--- config.mk ---
export PLATFORM = sky130hd
export DESIGN_NAME = r_chan_unpack
export DESIGN_NICKNAME = d
export VERILOG_FILES = /design/src/rtl/r_chan_unpack.sv
export SDC_FILE = /design/constraint.sdc
export NUM_CORES = 1
export LEC_CHECK = 0
export CORE_AREA = 2 2 97 99
export CTS_CLUSTER_SIZE = 16
export DETAILED_ROUTE_END_ITERATION = 16
export DIE_AREA = 0 0 99 101
export PLACE_DENSITY = 0.88
export SETUP_SLACK_MARGIN = 0.3
export SYNTH_ARGS = -nofsm -noshare
export SYNTH_HDL_FRONTEND = slang
export SYNTH_SLANG_ARGS = --single-unit
--- constraint.sdc ---
create_clock -name rclk -period 2.8 [get_ports rclk]
set_clock_uncertainty 0.1 [all_clocks]
set_input_delay 0.28 -clock rclk [delete_from_list [all_inputs] [get_ports rclk]]
set_output_delay 0.28 -clock rclk [all_outputs]
set_load 0.02 [all_outputs]
--- src/rtl/r_chan_unpack.sv ---
// r_chan_unpack: pops packed R beats from the read-side FIFO into a 2-entry skid buffer and presents them as AXI R.
module r_chan_unpack #(
  parameter int ID_W   = 8,
  parameter int DATA_W = 32,
  parameter int PKT_W  = ID_W + DATA_W + 3
) (
  input  logic              rclk,
  input  logic              rrst,
  input  logic [PKT_W-1:0]  fifo_rdata,
  input  logic              fifo_rempty,
  output logic              fifo_rpop,
  output logic [ID_W-1:0]   RID,
  output logic [DATA_W-1:0] RDATA,
  output logic [1:0]        RRESP,
  output logic              RLAST,
  output logic              RVALID,
  input  logic              RREADY,
  output logic [8:0]        beat_cnt,
  output logic              err_burst,
  output logic              err_resp,
  input  logic              err_clr
);
  typedef enum logic [1:0] {EMPTY = 2'd0, ONE = 2'd1, TWO = 2'd2} state_t;
  state_t           state_q, state_d;
  logic [PKT_W-1:0] slot0_q, slot0_d, slot1_q, slot1_d;
  logic [8:0]       beat_cnt_q, beat_cnt_d;
  logic             err_burst_q, err_burst_d, err_resp_q, err_resp_d;
  logic             pop, deq, wrap;
  assign RVALID    = state_q != EMPTY;
  assign RLAST     = slot0_q[0];
  assign RRESP     = slot0_q[2:1];
  assign RDATA     = slot0_q[DATA_W+2:3];
  assign RID       = slot0_q[PKT_W-1:DATA_W+3];
  assign fifo_rpop = pop;
  assign beat_cnt  = beat_cnt_q;
  assign err_burst = err_burst_q;
  assign err_resp  = err_resp_q;
  always_comb begin
    pop         = !fifo_rempty && state_q != TWO && !rrst;
    deq         = RVALID && RREADY;
    wrap        = deq && !slot0_q[0] && beat_cnt_q == 9'd255;
    state_d     = state_q == EMPTY ? (pop ? ONE : EMPTY)
                : state_q == ONE   ? ((pop && !deq) ? TWO : (!pop && deq) ? EMPTY : ONE)
                : (deq ? ONE : TWO);
    // slot0 is always the head: refill it from the FIFO or shift slot1 forward
    slot0_d     = (pop && (state_q == EMPTY || deq)) ? fifo_rdata
                : (deq && state_q == TWO) ? slot1_q : slot0_q;
    slot1_d     = (pop && !deq && state_q == ONE) ? fifo_rdata : slot1_q;
    beat_cnt_d  = !deq ? beat_cnt_q : (slot0_q[0] || wrap) ? 9'd0 : beat_cnt_q + 9'd1;
    err_burst_d = wrap ? 1'b1 : err_clr ? 1'b0 : err_burst_q;
    err_resp_d  = (deq && slot0_q[2]) ? 1'b1 : err_clr ? 1'b0 : err_resp_q;
  end
  always_ff @(posedge rclk) begin
    if (rrst) begin
      state_q     <= EMPTY;
      slot0_q     <= '0;
      slot1_q     <= '0;
      beat_cnt_q  <= '0;
      err_burst_q <= 1'b0;
      err_resp_q  <= 1'b0;
    end else begin
      state_q     <= state_d;
      slot0_q     <= slot0_d;
      slot1_q     <= slot1_d;
      beat_cnt_q  <= beat_cnt_d;
      err_burst_q <= err_burst_d;
      err_resp_q  <= err_resp_d;
    end
  end
endmodule

==> impl_metrics.env <==
export IMPL_ios=104
export IMPL_synth_seq_area_share_pct=45.05
export IMPL_fp_row_count=35
export IMPL_worstPathMaxFanout=11
export IMPL_cp_slowest_cell="clkdlybuf4s50_1"
export IMPL_setup_tns_ns=0
export IMPL_initialDrtViolationCount=392
export IMPL_final_antenna_net_count=0
export IMPL_synth_largest_area_cell="dfxtp_1"
export IMPL_crit_type="reg -> out"
export IMPL_setup_violations=0
export IMPL_max_stage_delay_ns=0.66
export IMPL_p_clk_share_pct=30.0
export IMPL_gp_congestion=0.8278
export IMPL_insertion_delay_ns=0.37
export IMPL_dieWidth_um=99
export IMPL_holdCritPathClass="reg -> reg"
export IMPL_fillers=744
export IMPL_via_count=4247
export IMPL_ys_async_sr_fraction_pct=0
export IMPL_wl_met3_um=936
export IMPL_syn_area_per_cell_um2=8.559
export IMPL_cts_resized=0
export IMPL_hold_viol_final=0
export IMPL_vdd_drop_max_uv=242.0
export IMPL_vias_per_cell=5.999
export IMPL_antenna_found_initial=0
export IMPL_power_total_mw=2.913
export IMPL_synthFlopType="dfxtp_1"
export IMPL_critPathArrivalTime_ns=1.87
export IMPL_p_comb_share_pct=17.7
export IMPL_area_growth_pct=27.70
export IMPL_clock_root_buffer="clkbuf_8"
export IMPL_layout_nets=643
export IMPL_synth_cell_type_count=32
export IMPL_p_leak_nw=1.765
export IMPL_synthTopCellsByArea="dfxtp_1, nand2_1, a311oi_2"
export IMPL_p_seq_share_pct=52.3
export IMPL_intPower_mw=2.052
export IMPL_dp_hpwl_um=8121
export IMPL_firstDrtPassIters=5
export IMPL_cts_setup_buffers=0
export IMPL_tightest_slew_ns=1.152
export IMPL_startpoint_type="flip-flop"
export IMPL_drt_met1_wl_um=5037
export IMPL_slew_violations=0
export IMPL_clk_path_buf_depth=2
export IMPL_timing_final_crit_share_pct=80.29
export IMPL_chipHeight_um=101
export IMPL_max_freq_mhz=444.8
export IMPL_hold_buffers=0
export IMPL_syn_area_mm2=0.004399
export IMPL_path_cells="nor2b_4 > nor2_1 > clkdlybuf4s50_1"
export IMPL_finalWirelength_um=12350
export IMPL_drive_above_1_share_pct=13.07
export IMPL_antenna_cells=0
export IMPL_grt_max_degree=92
export IMPL_cts_sinks=99
export IMPL_dr_wl_met2_um=6131
export IMPL_synth_edff_count=0
export IMPL_cap_violations=0
export IMPL_path_delay_family="buffers and inverters"
export IMPL_portBuffers=103
export IMPL_wl_per_cell_um=17.44
export IMPL_yosysWarnings=0
export IMPL_cts_htree_levels=3
export IMPL_power_density_mw_per_mm2=518.5
export IMPL_min_period_ns=2.248
export IMPL_holdWs_ns=0.3610
export IMPL_core_mm2=0.008977
export IMPL_grt_setup_unrepaired="false"
export IMPL_synth_seq_cells=99
export IMPL_outcome="completed"
export IMPL_grt_pass1_wl_um=19870
export IMPL_endpoint_kind="primary output"
export IMPL_worstPathRequired_ns=2.42
export IMPL_dieArea_mm2=0.009999
export IMPL_drc_errors=0
export IMPL_cts_inserted_buffers=9
export IMPL_path_buf_inv=1
export IMPL_netlist_instances=514
export IMPL_grt_pass1_vias=4078
export IMPL_relSlewSlack_pct=23.19
export IMPL_switching_share_pct=29.58
export IMPL_track_usage_pct=24.40
export IMPL_initial_core_util_pct=49.00
export IMPL_synth_fp_nets=565
export IMPL_maxUsedRoutingLayer="met4"
export IMPL_cts_tree="built"
export IMPL_synth_top_area_share_pct=45.05
export IMPL_clk_pin_slew_ns=0.10
export IMPL_p_sw_mw=0.8615
export IMPL_grt_ovfl_total=0
## path summary, 6_finish.rpt
kind / from / endpoint / slack [ns] / cells after the start
worst max-delay path: state_q[0] / fifo_rpop / 0.55 / 3
worst max register to register: state_q[0] / slot0_q[0] / 0.61 / 5
worst min register to register: slot1_q[15] / slot1_q[15] / 0.36 / 2
worst min-delay path: slot1_q[15] / slot1_q[15] / 0.36 / 2
## power by group through the flow
| stage | clock network, mW | logic, mW | registers (mW) |
|---|---|---|---|
| 5_1_grt | 0.944 | 0.548 | 1.53 |
| 3_3_place_gp | 0 | 0.495 | 1.55 |
| 6_report | 0.874 | 0.516 | 1.52 |
| 3_5_place_dp | 0 | 0.510 | 1.55 |
| 2_1_floorplan | 0 | 0.233 | 1.60 |
| 4_1_cts | 0.886 | 0.513 | 1.52 |
## registers in the layout (all words and copies together) (netlist names)
| register | cells |
|---|---|
| err_burst | 1 |
| slot0_q | 43 |
| state_q | 2 |
| slot1_q | 43 |
| beat_cnt | 9 |
| err_resp | 1 |
## metal layers
layer / vias to the layer above / GRT usage [%]
met4: 0 / 9.484
met2: 219 / 41.79
met1: 2029 / 30.84
met5: - / 0
met3: 24 / 3.953
li1: 1975 / -
## logic make-up after synthesis
logic type / count (synthesis) / share of synthesized area [%]
AND/OR/NAND/NOR: 252 / 25.83
XOR/XNOR: 2 / 0.3983
AO/OA/AOI/OAI: 105 / 21.87
adder cells (fa/ha/maj): 3 / 0.8533
buffers and inverters: 53 / 6.001
flip-flops: 99 / 45.05
## cell type report
type / count / area (um2) / share of cell area, %
multi-input cells: 362 / 2155 / 38.35
clock buffers: 9 / 123.9 / 2.205
flip-flops and latches: 99 / 1982 / 35.28
well taps: 111 / 138.9 / 2.472
inverters: 2 / 7.507 / 0.1336
clock inverters: 7 / 57.56 / 1.024
repair buffers: 118 / 1154 / 20.53
## cells in the final DEF (no fill, tap or decap)
master / Yosys / final
a211oi_1: 2 / 2
a21oi_1: 52 / 52
a311oi_1: 3 / 3
a311oi_2: 40 / 40
and3b_1: 2 / 2
buf_12: 0 / 1
buf_4: 0 / 15
clkbuf_8: 0 / 9
clkdlybuf4s50_1: 0 / 102
clkinv_2: 0 / 1
clkinv_4: 0 / 2
dfxtp_1: 99 / 99
ha_1: 3 / 3
inv_1: 2 / 2
inv_6: 0 / 4
nand2_1: 176 / 176
nand2b_1: 3 / 3
nand3_1: 4 / 4
nand3b_1: 3 / 3
nand4_1: 1 / 1
nor2_1: 9 / 9
nor2b_1: 1 / 1
nor2b_4: 2 / 2
nor4_1: 43 / 43
o211ai_1: 1 / 1
o21a_2: 1 / 1
o21ai_0: 2 / 2
o21bai_2: 1 / 1
o31ai_1: 3 / 3
or2_1: 1 / 1
or2_2: 1 / 1
or3_1: 3 / 2
or3_2: 0 / 1
or4_1: 3 / 3
xnor2_1: 1 / 1
xor2_1: 1 / 1
## cells in the mapped netlist, types with 2 or more instances
| library cell | number |
|---|---|
| nand2_1 | 176 |
| dfxtp_1 | 99 |
| a21oi_1 | 52 |
| nor4_1 | 43 |
| a311oi_2 | 40 |
| clkbuf_1 | 38 |
| nor2_1 | 9 |
| buf_6 | 8 |
| buf_2 | 4 |
| nand3_1 | 4 |
| a311oi_1 | 3 |
| ha_1 | 3 |
| nand2b_1 | 3 |
| nand3b_1 | 3 |
| o31ai_1 | 3 |
| or3_1 | 3 |
| or4_1 | 3 |
| a211oi_1 | 2 |
| and3b_1 | 2 |
| inv_1 | 2 |
| nor2b_4 | 2 |
| o21ai_0 | 2 |
## tightest hold or removal path, stage by stage, from the launching register on
cell and delay [ns]:
dfxtp_1 0.32, nand2_1 0.05, a21oi_1 0.05
## per-stage QoR
step	setup slack, ns	util [%]	instance area (um2)	cells
after floorplan	0.4174	-	4399	514
after global placement	0.4588	60.56	5436	692
after detailed placement	0.3196	60.56	5436	692
after CTS	0.5551	62.58	5618	708
after global routing	0.4456	62.58	5618	708
final	0.5520	62.58	5618	708
Note: power is estimated with default switching activity, not from simulation.
==> patch 1: new RTL, same flow settings <==
Register the output `beat_cnt` once more; this adds one clock of latency there. The other outputs are not delayed to match.
--- a/src/rtl/r_chan_unpack.sv
+++ b/src/rtl/r_chan_unpack.sv
@@ -32,7 +32,9 @@
   assign RDATA     = slot0_q[DATA_W+2:3];
   assign RID       = slot0_q[PKT_W-1:DATA_W+3];
   assign fifo_rpop = pop;
-  assign beat_cnt  = beat_cnt_q;
+  always_ff @(posedge rclk) begin
+    beat_cnt <= beat_cnt_q;
+  end
   assign err_burst = err_burst_q;
   assign err_resp  = err_resp_q;
   always_comb begin
Formal check against the unedited RTL: not equivalent (a bounded check fails within 4 cycles, from zero or initial values and one cycle with rrst high).
==> patch 1 against the original RTL <==
Worst setup slack got worse by 0.11 ns. Global-route usage fell by 0.58 points. Area after synthesis rose by 4.1%. Power rose by 5.4%. Design area rose by 3.0%. Routed wire length fell by 4.1%. Worst hold slack got worse by 0.088 ns. First-iteration DRC count fell by 26%. Core utilization rose by 1.9 points. Combinational power fell by 1%. Register-to-register slack got worse by 0.02 ns. Sequential cell count rose by 9. Fmax fell by 4.7%. Critical endpoint unchanged. Largest cell class is now flip-flops and latches. Highest routed layer unchanged.
==> patch 1: results (changes against the original RTL) <==
stage	metric	value	unit	change
cells_and_area	Largest regs	slot0_q x43, slot1_q x43		
drt	first drt pass iteration count	4		-1
cts	Worst-Skew Late Latency	0.35	ns	-0.02 ns
worst_hold_path	HP Class	reg -> reg		
cts	Worst-path clk slew	0.10	ns	about the same
cts	root buffer cell	clkbuf_8		
cells_and_area	diode count	0		unchanged
synthesis	yosys warns	0		unchanged
cts	H-Tree Depth	3		unchanged
drt	via-per-instance ratio	5.875		-2.1%
cells_and_area	Filler cells	714		-4.0%
pwr	Max IR drop VDD	334.3	µV	+38%
cts	CTS Buffer Depth	2		unchanged
pwr	Seq pwr share	0.538		+0.015
drt	initial drt markers	292		-26%
worst_setup_path	Worst path max stage delay	0.63	ns	-0.03 ns
placed_design	HPWL after DPL	7494	µm	-7.7%
pwr	leak pwr	1.818	nW	+3.0%
placed_design	GP Congestion	0.8382		+1.3%
drt	DRT Wirelength	11840	µm	-4.1%
synthesis	top post-synthesis cells by area	dfxtp_1 (47%), nand2_1 (14%), a311oi_2 (13%), nor4_1 (5.9%), a21oi_1 (5.7%)		
sta	Worst Max-Slew Pin Slew	1.145	ns	-0.007185 ns
worst_hold_path	Worst Hold Path Cells	0		-2
pwr	Comb. pwr	510	µW	-1%
synthesis	flops & latches, synth	108		+9.1%
cells_and_area	fin cells	714		+0.85%
synthesis	Synthesized Nets	574		+1.6%
placed_design	DP Worst Slack	0.2311	ns	-0.08851 ns
global_route	vias in the first global route	4105		+0.66%
pwr	Psw	828.8	µW	-3.8%
cells_and_area	Layout Nets	649		+0.93%
placed_design	Cell Count Post-Placement	698		+0.87%
synthesis	register area share after synthesis	0.4721		+0.02162
placed_design	PortBufs	103		unchanged
synthesis	top post-synthesis cells by count	nand2_1 (176), dfxtp_1 (108), a21oi_1 (52)		
cts	CTS resizes	0		unchanged
worst_setup_path	cells on worst reg2reg path	7		+2
worst_setup_path	CP max FO	14		+3
outcome	status	finished, final reports clean		
synthesis	ys async rst share	0		unchanged
worst_setup_path	critical path arrival	1.98	ns	+0.11 ns
global_route	global-route usage over all layers	0.2382		-0.005798
global_route	first-pass GRT wire length	19800	µm	-0.31%
cells_and_area	layout cells sized above 1	0.1277		-0.002958
pwr	Clk pwr share	0.295		-0.005
placed_design	DP Area	5597	µm²	+2.9%
synthesis	ys flop type	dfxtp_1		
global_route	largest net degree at the start of global routing	92		unchanged
synthesis	syn avg cell area	8.756	µm²	+2.3%
cts	buffer count from post-CTS setup fixing	0		unchanged
-- patch 1: changes by cell type after synthesis, sizes merged --
cell	change
dfxtp	+9
-- patch 1: area by class of cell --
type	instances	area [µm²]	area share
Tap cell	111	138.9	0.02401
Sequential cell	108	2162	0.3737
Clock inverter	3	20.02	0.003460
Timing Repair Buffer	115	1131	0.1955
Inverter	2	7.507	0.001298
Multi-Input combinational cell	362	2157	0.3728
Clock buffer	13	168.9	0.02920
-- patch 1: path summary, 6_finish.rpt --
| check | startpoint | to | slack (ns) |
|---|---|---|---|
| hold reg to reg | beat_cnt_q[8]$_SDFFE_PP0N_ | beat_cnt[8]$_DFF_P_ | 0.27 |
| setup reg to reg | state_q[0]$_SDFF_PP0_ | slot1_q[23]$_SDFFE_PP0P_ | 0.59 |
| hold / removal | beat_cnt_q[8]$_SDFFE_PP0N_ | beat_cnt[8]$_DFF_P_ | 0.27 |
| setup / recovery | fifo_rempty | fifo_rpop | 0.44 |
-- patch 1: kinds of logic after synthesis --
kind of cell / share of synthesized area
and+or+nand+nor: 0.2481
DFF: 0.4721
AOI/OAI and AO/OA: 0.2101
buffers and inverters: 0.05765
adders and majority gates: 0.008198
xor gates and xnor gates: 0.003826
-- patch 1: routing by layer --
layer | vias to the layer above | routed length, µm | global-route usage
met4 | 0 | 79 | 0.06744
met5 | - | 0 | 0
met1 | 2017 | 5091 | 0.3205
li1 | 1991 | - | -
met3 | 9 | 914 | 0.04300
met2 | 178 | 5758 | 0.3940
==> patch 2: new RTL, same flow settings <==
Without the edit above. Change the parameter `DATA_W` from 32 to 48.
--- a/src/rtl/r_chan_unpack.sv
+++ b/src/rtl/r_chan_unpack.sv
@@ -1,7 +1,7 @@
 // r_chan_unpack: pops packed R beats from the read-side FIFO into a 2-entry skid buffer and presents them as AXI R.
 module r_chan_unpack #(
   parameter int ID_W   = 8,
-  parameter int DATA_W = 32,
+  parameter int DATA_W = 48,
   parameter int PKT_W  = ID_W + DATA_W + 3
 ) (
   input  logic              rclk,
Ports: changed (resized RDATA and fifo_rdata); port bits go from 104 to 136. No check against the original RTL was run, so the function may have changed too.
==> patch 2 against the original RTL <==
Worst setup slack lost 0.028 ns. Synthesized cell count grew 32%. Power grew 68%. Routed wire length grew 36%. Design area grew 31%. Area after synthesis grew 22%. Highest routed layer unchanged. Sequential cell count grew 32. Largest power group is now clock. Register-to-register slack lost 0.06 ns.
==> patch 2: results (changes against the original RTL) <==
stage	metric	value	unit	change
outcome	status	finished, final reports clean		
cts	root buffer cell	clkbuf_8		
cts	CTS tree	built		
synthesis	top post-synthesis cells by area	dfxtp_1 (49%), nand2_1 (17%), a311oi_1 (9.6%), nor4_1 (6.9%), a21oi_1 (6.3%)		
synthesis	Synthesized Nets	745		+32%
drt	first drt pass iteration count	5		unchanged
synthesis	syn avg cell area	7.917	µm²	-7.5%
global_route	largest net degree at the start of global routing	73		-21%
cts	CTS buffer count	17		+8
cts	CTS Buffer Depth	2		unchanged
global_route	initial antenna violation count	0		unchanged
drt	via count	5746		+35%
worst_setup_path	startpoint types	primary input		
placed_design	HPWL after DPL	10010	µm	+23%
drt	initial drt markers	526		+34%
placed_design	DP Worst Slack	0.2554	ns	-0.06429 ns
worst_setup_path	Top delay family on crit path	buffers and inverters		
cells_and_area	layout cells sized above 1	0.07197		-0.05868
cells_and_area	Layout Nets	846		+32%
synthesis	yosys warns	0		unchanged
cts	Worst-path clk slew	0.06	ns	-0.04 ns
synthesis	synth unique cells	30		-6.3%
pwr	Max IR drop VDD	446.5	µV	+85%
global_route	first-pass GRT wire length	27480	µm	+38%
sta	Worst Max-Slew Pin Slew	0.7320	ns	-0.4201 ns
placed_design	PortBufs	135		+31%
worst_setup_path	slowest CP cell	clkdlybuf4s50_1		
synthesis	ys async rst share	0		unchanged
cells_and_area	fin cells	903		+28%
cts	H-Tree Depth	4		+1
cts	Worst-Skew Late Latency	0.53	ns	+0.16 ns
synthesis	ys flop type	dfxtp_1		
worst_setup_path	CP max FO	9		-2
synthesis	Post-synth EDFFs	0		unchanged
worst_hold_path	HP Class	in -> reg		
pwr	leak pwr	2.398	nW	+36%
placed_design	Cell Count Post-Placement	871		+26%
placed_design	GP Congestion	0.8753		+5.7%
global_route	global-route usage over all layers	0.3403		+0.09635
worst_setup_path	Worst path max stage delay	0.62	ns	-0.04 ns
synthesis	top post-synthesis cells by count	nand2_1 (240), dfxtp_1 (131), a21oi_1 (68)		
cts	CTS resizes	0		unchanged
drt	drc violations	0		unchanged
drt	DRT Wirelength	16770	µm	+36%
cells_and_area	Filler cells	538		-28%
synthesis	register area share after synthesis	0.4886		+0.03807
cts	buffer count from post-CTS setup fixing	0		unchanged
cells_and_area	diode count	0		unchanged
patch 2: power breakdown:
part,internal (mW),switching (mW),total [mW]
combinational,0.291,0.346,0.637
sequential,1.96,0.0584,2.01
clock,1.41,0.836,2.24
total,3.65,1.24,4.89
patch 2: cell families after synthesis:
kind of cell             after synthesis  share of synthesized area
AO/OA/AOI/OAI                        137                     0.1727
buffers and inverters                 73                    0.05618
flip-flops                           131                     0.4886
adder cells (fa/ha/maj)                3                   0.006994
XOR/XNOR                               2                   0.003264
AND/OR/NAND/NOR                      332                     0.2723
patch 2: per-stage QoR:
step           power (mW)  instance area [µm²]
2_1_floorplan       2.353                 5373
3_3_place_gp        2.656                 6768
3_5_place_dp        2.674                 6768
4_1_cts             4.880                 7371
5_1_grt             5.022                 7371
6_report            4.895                 7371
patch 2: cell type report:
type | instances | share of cell area
sequential | 131 | 0.3558
multi-input combinational | 474 | 0.3344
timing repair buffer | 153 | 0.2081
clock buffer | 21 | 0.06094
clock inverter | 11 | 0.02088
tap | 111 | 0.01884
inverter | 2 | 0.001019
patch 2: layer usage:
metal	share of wire	up-vias	track usage
li1	-	2597	-
met3	0.086	71	0.07212
met1	0.40	2710	0.4324
met5	0	-	0
met2	0.48	368	0.5478
met4	0.037	0	0.1760
patch 2: worst paths after layout:
| kind | from | endpoint | slack (ns) | cells after the start |
|---|---|---|---|---|
| hold reg to reg | slot1_q[58]$_SDFFE_PP0P_ | slot1_q[58]$_SDFFE_PP0P_ | 0.36 | 2 |
| setup / recovery | fifo_rempty | fifo_rpop | 0.52 | 4 |
| setup reg to reg | state_q[0]$_SDFF_PP0_ | slot1_q[40]$_SDFFE_PP0P_ | 0.55 | 8 |
| hold / removal | fifo_rdata[50] | slot1_q[50]$_SDFFE_PP0P_ | 0.23 | 3 |
patch 2: worst reg2reg max path, delay by kind of cell (launching register included):
family                     cells  cell delay, ns
AOI/OAI and AO/OA              2            0.38
adders and majority gates      1            0.24
buffers and inverters          3            0.77
DFF                            1            0.34
and+or+nand+nor                2            0.35
